[src/rtl/vga_arb_pkg.sv]
`default_nettype none
// +--------------------------------------------------------------------+
// | Package   : vga_arb_pkg                                            |
// | Purpose   : Shared types and constants for the VGA/CPU RAM         |
// |             arbiter (CPU FSM state encoding, default bus widths,   |
// |             stall counter width).                                  |
// | Revision  : 1.0 - initial release                                  |
// +--------------------------------------------------------------------+
package vga_arb_pkg;

  localparam int AW_DEF      = 16;
  localparam int DW_DEF      = 8;
  localparam int STALL_CNT_W = 16;

  typedef enum logic [1:0] {
    IDLE = 2'd0,
    PEND = 2'd1,
    ACK  = 2'd2
  } cpu_state_t;

endpackage : vga_arb_pkg
`default_nettype wire

[src/rtl/vga_arb_sat_cnt.sv]
`default_nettype none
// +--------------------------------------------------------------------+
// | Module    : vga_arb_sat_cnt                                        |
// | Purpose   : Up-counter that sticks at all-ones, with a synchronous |
// |             clear that takes priority over the enable.             |
// | Ports     : i_clk   - clock                                        |
// |             i_reset - synchronous active-high reset                |
// |             i_clr   - synchronous clear                            |
// |             i_en    - count enable                                 |
// |             o_cnt   - current count                                |
// | Revision  : 1.0 - initial release                                  |
// +--------------------------------------------------------------------+
module vga_arb_sat_cnt #(
  parameter int WIDTH = 16
) (
  input  logic             i_clk,
  input  logic             i_reset,
  input  logic             i_clr,
  input  logic             i_en,
  output logic [WIDTH-1:0] o_cnt
);

  logic [WIDTH-1:0] r_cnt;

  always_ff @(posedge i_clk) begin
    if (i_reset || i_clr) begin
      r_cnt <= '0;
    end else if (i_en && (r_cnt != {WIDTH{1'b1}})) begin
      r_cnt <= r_cnt + 1'b1;
    end
  end

  assign o_cnt = r_cnt;

endmodule : vga_arb_sat_cnt
`default_nettype wire

[src/rtl/vga_ram_arbiter.sv]
`default_nettype none
// +--------------------------------------------------------------------+
// | Module    : vga_ram_arbiter                                        |
// | Purpose   : Shares one asynchronous-read RAM between the CPU data  |
// |             bus and the VGA text controller. VGA has absolute      |
// |             priority and pre-announces each access one cycle       |
// |             ahead; CPU requests are latched and run in the next    |
// |             free RAM cycle, finished by a one-cycle ack.           |
// | Options   : VGA_ARB_STATS_EN - enables the saturating CPU stall    |
// |             counter on o_stall_cnt (otherwise tied to zero).       |
// | Ports     : i_clk/i_reset            - clock, sync active-high rst |
// |             i_cpu_* / o_cpu_*        - CPU request/response        |
// |             i_vga_* / o_vga_dat      - VGA access and read data    |
// |             o_ram_* / i_ram_dat      - RAM strobes and data        |
// |             i_stats_clr, o_stall_cnt - stall statistics            |
// | Revision  : 1.0 - initial release                                  |
// +--------------------------------------------------------------------+
module vga_ram_arbiter
  import vga_arb_pkg::*;
#(
  parameter int AW = AW_DEF,
  parameter int DW = DW_DEF
) (
  input  logic                   i_clk,
  input  logic                   i_reset,
  input  logic                   i_cpu_cs,
  input  logic                   i_cpu_we,
  input  logic [AW-1:0]          i_cpu_addr,
  input  logic [DW-1:0]          i_cpu_dat,
  output logic [DW-1:0]          o_cpu_dat,
  output logic                   o_cpu_ack,
  input  logic                   i_vga_access,
  input  logic                   i_vga_cs,
  input  logic [AW-1:0]          i_vga_addr,
  output logic [DW-1:0]          o_vga_dat,
  output logic                   o_ram_cs,
  output logic                   o_ram_we,
  output logic [AW-1:0]          o_ram_addr,
  output logic [DW-1:0]          o_ram_dat,
  input  logic [DW-1:0]          i_ram_dat,
  input  logic                   i_stats_clr,
  output logic [STALL_CNT_W-1:0] o_stall_cnt
);

  cpu_state_t    r_state;
  cpu_state_t    w_state_nxt;
  logic          r_vga_grant;
  logic          r_cpu_we;
  logic [AW-1:0] r_cpu_addr;
  logic [DW-1:0] r_cpu_dat;
  logic [DW-1:0] r_cpu_rdat;
  logic          w_vga_owned;
  logic          w_cpu_go;
  logic          w_stall_inc;

  // A cycle belongs to VGA if it was announced last cycle, or if VGA
  // strobes without announcing (protocol violation still wins).
  assign w_vga_owned = r_vga_grant | i_vga_cs;
  assign w_cpu_go    = (r_state == PEND) && !w_vga_owned;
  assign w_stall_inc = (r_state == PEND) &&  w_vga_owned;

  always_ff @(posedge i_clk) begin
    if (i_reset) begin
      r_state     <= IDLE;
      r_vga_grant <= 1'b0;
      r_cpu_rdat  <= '0;
    end else begin
      r_state     <= w_state_nxt;
      r_vga_grant <= i_vga_access;
      if (w_cpu_go && !r_cpu_we) begin
        r_cpu_rdat <= i_ram_dat;
      end
    end
  end

  // Request latch; only meaningful from PEND onward, so no reset needed.
  always_ff @(posedge i_clk) begin
    if ((r_state == IDLE) && i_cpu_cs) begin
      r_cpu_we   <= i_cpu_we;
      r_cpu_addr <= i_cpu_addr;
      r_cpu_dat  <= i_cpu_dat;
    end
  end

  always_comb begin
    w_state_nxt = r_state;
    o_cpu_ack   = 1'b0;
    o_ram_cs    = 1'b0;
    o_ram_we    = 1'b0;
    o_ram_addr  = '0;
    o_ram_dat   = '0;

    case (r_state)
      IDLE: if (i_cpu_cs) w_state_nxt = PEND;
      PEND: if (!w_vga_owned) w_state_nxt = ACK;
      ACK: begin
        o_cpu_ack   = 1'b1;
        w_state_nxt = IDLE;
      end
      default: w_state_nxt = IDLE;
    endcase

    // VGA ownership overrides everything, so a CPU write can never
    // reach the RAM in a VGA cycle.
    if (w_vga_owned) begin
      o_ram_cs   = i_vga_cs;
      o_ram_addr = i_vga_addr;
    end else if (w_cpu_go) begin
      o_ram_cs   = 1'b1;
      o_ram_we   = r_cpu_we;
      o_ram_addr = r_cpu_addr;
      o_ram_dat  = r_cpu_dat;
    end
  end

  assign o_cpu_dat = r_cpu_rdat;
  assign o_vga_dat = i_ram_dat;

`ifdef VGA_ARB_STATS_EN
  vga_arb_sat_cnt #(
    .WIDTH (STALL_CNT_W)
  ) u_stall_cnt (
    .i_clk   (i_clk),
    .i_reset (i_reset),
    .i_clr   (i_stats_clr),
    .i_en    (w_stall_inc),
    .o_cnt   (o_stall_cnt)
  );
`else
  assign o_stall_cnt = '0;
  logic w_unused_stats;
  assign w_unused_stats = i_stats_clr ^ w_stall_inc;
`endif

endmodule : vga_ram_arbiter
`default_nettype wire

[config.mk]
export PLATFORM = sky130hd
export DESIGN_NAME = vga_ram_arbiter
export DESIGN_NICKNAME = d
export VERILOG_FILES = /design/src/rtl/vga_arb_pkg.sv /design/src/rtl/vga_arb_sat_cnt.sv /design/src/rtl/vga_ram_arbiter.sv
export SDC_FILE = /design/constraint.sdc
export NUM_CORES = 1
export LEC_CHECK = 0
export CORE_MARGIN = 2
export CORE_UTILIZATION = 39
export CTS_BUF_LIST = sky130_fd_sc_hd__clkbuf_8
export CTS_CLUSTER_SIZE = 8
export DETAILED_ROUTE_END_ITERATION = 10
export PLACE_DENSITY = 0.93
export SETUP_SLACK_MARGIN = 0.2
export SYNTH_ARGS = -nofsm -noshare
export SYNTH_HDL_FRONTEND = slang
export SYNTH_HIERARCHICAL = 1
export SYNTH_SLANG_ARGS = --single-unit
[constraint.sdc]
create_clock -name i_clk -period 8.34 [get_ports i_clk]
set_input_delay 2.502 -clock i_clk [delete_from_list [all_inputs] [get_ports i_clk]]
set_output_delay 2.502 -clock i_clk [all_outputs]
set_load 0.01 [all_outputs]
# [After elaboration in Yosys (flattened, before gate mapping)]
# Index checks and enable logic that the tools add are counted.
[classes] n_reduce_logical=7 bitwise=1 muxes=12 n_eq_ne=4
[ops] op="$mux W16" n=2
[ops] op="$mux W8" n=2
[ops] op="$mux W1" n=5
[ops] op="$mux W2" n=2
[ops] op="$ne A2 B2 Y1 const B" n=2
[ops] op="$pmux W2 S2" n=1
[ops] op="$logic_and A1 B1 Y1" n=3
[ops] op="$eq A2 B1 Y1 const B" n=1
[ops] op="$eq A2 B2 Y1 const B" n=1
[ops] op="$logic_not A1 Y1" n=2
[ops] op="$logic_not A2 Y1" n=1
[ops] op="$reduce_and A2 Y1" n=1
[ops] op="$or A1 B1 Y1" n=1
[totals] reg_bits=36 output_inout_bits=59

# [Logic depth before layout (Yosys ltp)]
[depth] ltp_word=5 mapped_depth=5 depth_no_buf=3

# [Least setup slack after synthesis]
# Ideal clock, no wire load.
[synth_timing] path_kind="input -> output" startpoint="input i_vga_cs" endpoint="output o_ram_addr[10]" cell_stages=4 path_buffers=2 arrival_time_ns=3.350 slack_ns=2.488 path_cell_list="or2_2 buf_2 buf_2 a22o_1"
[synth_between] elab_chain_cells=5
[synth_lines] element="start: declaration" line_no="vga_ram_arbiter.sv:33" source="input logic i_vga_cs,"
[synth_lines] element="$or A1 B1 Y1 *" line_no="vga_ram_arbiter.sv:58" source="assign w_vga_owned = r_vga_grant | i_vga_cs;"
[synth_lines] element="$logic_not A1 Y1"
[synth_lines] element="$logic_and A1 B1 Y1" line_no="vga_ram_arbiter.sv:59" source="assign w_cpu_go = (r_state == PEND) && !w_vga_owned;"
[synth_lines] element="$mux W16" line_no="vga_ram_arbiter.sv:108" source="end else if (w_cpu_go) begin"
[synth_lines] element="$mux W16 *" line_no="vga_ram_arbiter.sv:105" source="if (w_vga_owned) begin"
[synth_lines] element="end: declaration" line_no="vga_ram_arbiter.sv:38" source="output logic [AW-1:0] o_ram_addr,"
# Mark *: on every way between the ends. The rest lies on a longest branch, timed or not.

# [Final worst setup path]
[layout_timing] startpoint="input i_vga_cs" endpoint="output o_ram_addr[5]"
# The elaborated chain is that of the path after synthesis.

==> out/metrics.yaml <==
status: "finished clean"
drcViolationCount: 0
rsz0062_at_grt: "false"
synthToLayoutAreaGrowth_pct: 60.2
layout_min_cycle_time_ns: 6.99
syn_area_per_cell_um2: 12.9
syn-cell-area_mm2: 0.00165
cpMaxStageDelayCell: "clkdlybuf4s50_1"
post-cts-setup-buffers: 0
grt_pass1_vias: 1140
critPathMaxFanout: 17
hp-class: "flop to flop"
die-area_mm2: 0.00477
ir_worst_vdd_v: 0.000120
critical_path_arrival_ns: 4.49
coreArea_mm2: 0.00403
track_usage_pct: 13.8
drtIter0Drc: 27
crit_required_ns: 5.84
power.internal_mw: 0.340
yosys_warnings: 6
route.antenna.remaining_nets: 0
clock_path_buffers: 2
sw_frac_of_total_pct: 21.1
cp_common_cell: "clkdlybuf4s50_1"
path_clk_slew_ns: 0.07
power.switching_mw: 0.0910
rows: 23
hold_buffers: 0
insertion_delay_ns: 0.28
synth-seq-cells: 36
cts_inserted_buffers: 5
cts.sinks: 36
antenna_found_initial: 0
grt_pass1_wl_um: 5110
drv_cap: 0
powerDensity_mw_per_mm2: 163
yosysSeqAreaShare_pct: 58.8
postLayoutCoreUtil_pct: 65.6
pin_count: 114
die_height_um: 69.1
firstDrtPassIters: 4
portBuffers: 96
grt_max_degree: 26
pwr-share-seq_pct: 47.7
p_clk_share_pct: 34.4
syn_inst: 128
vias_per_cell: 4.52
final.setup_skew_ns: 0.00454
end_kind: "output pin"
slew_viol_final: 0
wl_per_cell_um: 12.5
placed_cell_area_mm2: 0.00253
die_w_um: 69.1
wl_um: 3360
p_leak_nw: 0.970
period_share_pct: 83.8
critPathLaunchType: "primary input"
cp_cell_sequence: "clkdlybuf4s50_1, nor4b_4, buf_4, a22o_1, clkdlybuf4s50_1"
cts-htree-levels: 2
drive_above_1_share_pct: 6.42
num_vias: 1212
cts_resized: 0
fin_nets: 272
timing.final.hold_violations: 0
grt_overflow_total: 0
critical-path-max-stage-delay_ns: 0.54
setup_tns_ns: 0
start_util_pct: 41.0
diodes: 0
crit_type: "primary input to output pin"
dp_hpwl_um: 2620
cts_tree: "built"
final_area_mm2: 0.00264
combPwrFrac_pct: 17.9
final_cell_mix: "clkdlybuf4s50_1 (96), edfxtp_1 (25), a22o_1 (16), nand2b_1 (16), conb_1 (16)"
gp_congestion: 0.679
cts_root_buf: "clkbuf_8"
final_common_cell: "clkdlybuf4s50_1"
setup_violations: 0
fillers: 321
fmax_ghz: 0.143
yosysUniqueCellTypes: 19
==> synth_stat cells <==
library cell   n  area share (%)
a22o_1        16             8.5
a31oi_1        1            0.38
and2_1         9             3.4
and2b_1        1            0.46
buf_2          3            0.91
buf_4         24              11
buf_6          1            0.68
clkbuf_1       3            0.68
conb_1         1            0.23
dfxtp_1       11              13
edfxtp_1      25              45
inv_1          1            0.23
mux2i_1        8             4.9
nand2b_1      16             6.1
nor2_1         2            0.46
nor2b_1        2            0.76
nor3b_1        1            0.46
nor4b_4        1             1.4
or2_2          2            0.76
==> worst paths after layout <==
| check | startpoint | endpoint | slack [ns] | depth (start not counted) |
|---|---|---|---|---|
| worst max-delay path | i_vga_cs | o_ram_addr[5] | 1.35 | 5 |
| worst min-delay path | o_cpu_dat[1] | o_cpu_dat[1] | 0.47 | 2 |
| worst min register to register | o_cpu_dat[1] | o_cpu_dat[1] | 0.47 | 2 |
| worst max register to register | r_state[1] | o_cpu_dat[2] | 6.69 | 3 |
==> area by class of cell <==
type / count / area [um2] / share of cell area (%)
Tap cell: 50 / 62.6 / 2.37
Multi-Input combinational cell: 75 / 519 / 19.6
Inverter: 1 / 3.75 / 0.142
Clock inverter: 3 / 42.5 / 1.61
Clock buffer: 5 / 68.8 / 2.60
Sequential cell: 36 / 971 / 36.7
Timing Repair Buffer: 98 / 976 / 36.9
==> registers in the layout (all words and copies together), names as in the netlist <==
name / flops
r_cpu_we: 1
r_state: 2
r_cpu_dat: 8
r_vga_grant: 1
r_cpu_addr: 16
o_cpu_dat: 8
==> power groups by stage <==
stage / Clock [mW] / Combinational, mW / Sequential [mW]
floorplan: 0 / 0.0368 / 0.210
global placement: 0 / 0.0764 / 0.209
detailed placement: 0 / 0.0779 / 0.210
CTS: 0.154 / 0.0783 / 0.206
global route: 0.164 / 0.0827 / 0.206
finish: 0.148 / 0.0774 / 0.206
==> routing by layer <==
| layer | vias up | track usage, % | routed length [um] |
|---|---|---|---|
| li1 | 587 | - | - |
| met1 | 545 | 13.2 | 1150 |
| met2 | 77 | 24.7 | 1760 |
| met3 | 3 | 8.19 | 423 |
| met4 | 0 | 3.92 | 29 |
| met5 | - | 0 | 0 |
==> worst max-delay path: cells and delay by family <==
family / cells / cell delay, ns
simple gates: 1 / 0.50
compound gates: 1 / 0.15
buf+inv: 3 / 1.33
==> per-stage QoR <==
| stage | hold slack, ns | total power [mW] | setup slack, ns | cells |
|---|---|---|---|---|
| finish | 0.474 | 0.431 | 1.35 | 268 |
| global route | 0.489 | 0.453 | 1.23 | 268 |
| CTS | 0.480 | 0.438 | 1.30 | 268 |
| detailed placement | 0.462 | 0.288 | 1.32 | 260 |
| global placement | 0.457 | 0.286 | 1.37 | 260 |
| floorplan | 0.493 | 0.247 | 2.49 | 143 |
==> kinds of logic (layout without fill, tap and decap cells) <==
kind of cell	Yosys count	count (layout)	synth area share, %
AO/OA/AOI/OAI	17	17	8.87
other	1	16	0.227
AND/OR/NAND/NOR	34	34	13.8
flip-flops	36	36	58.8
buffers and inverters	32	107	13.4
multiplexers	8	8	4.85
Note: power is estimated with default switching activity, not from simulation.
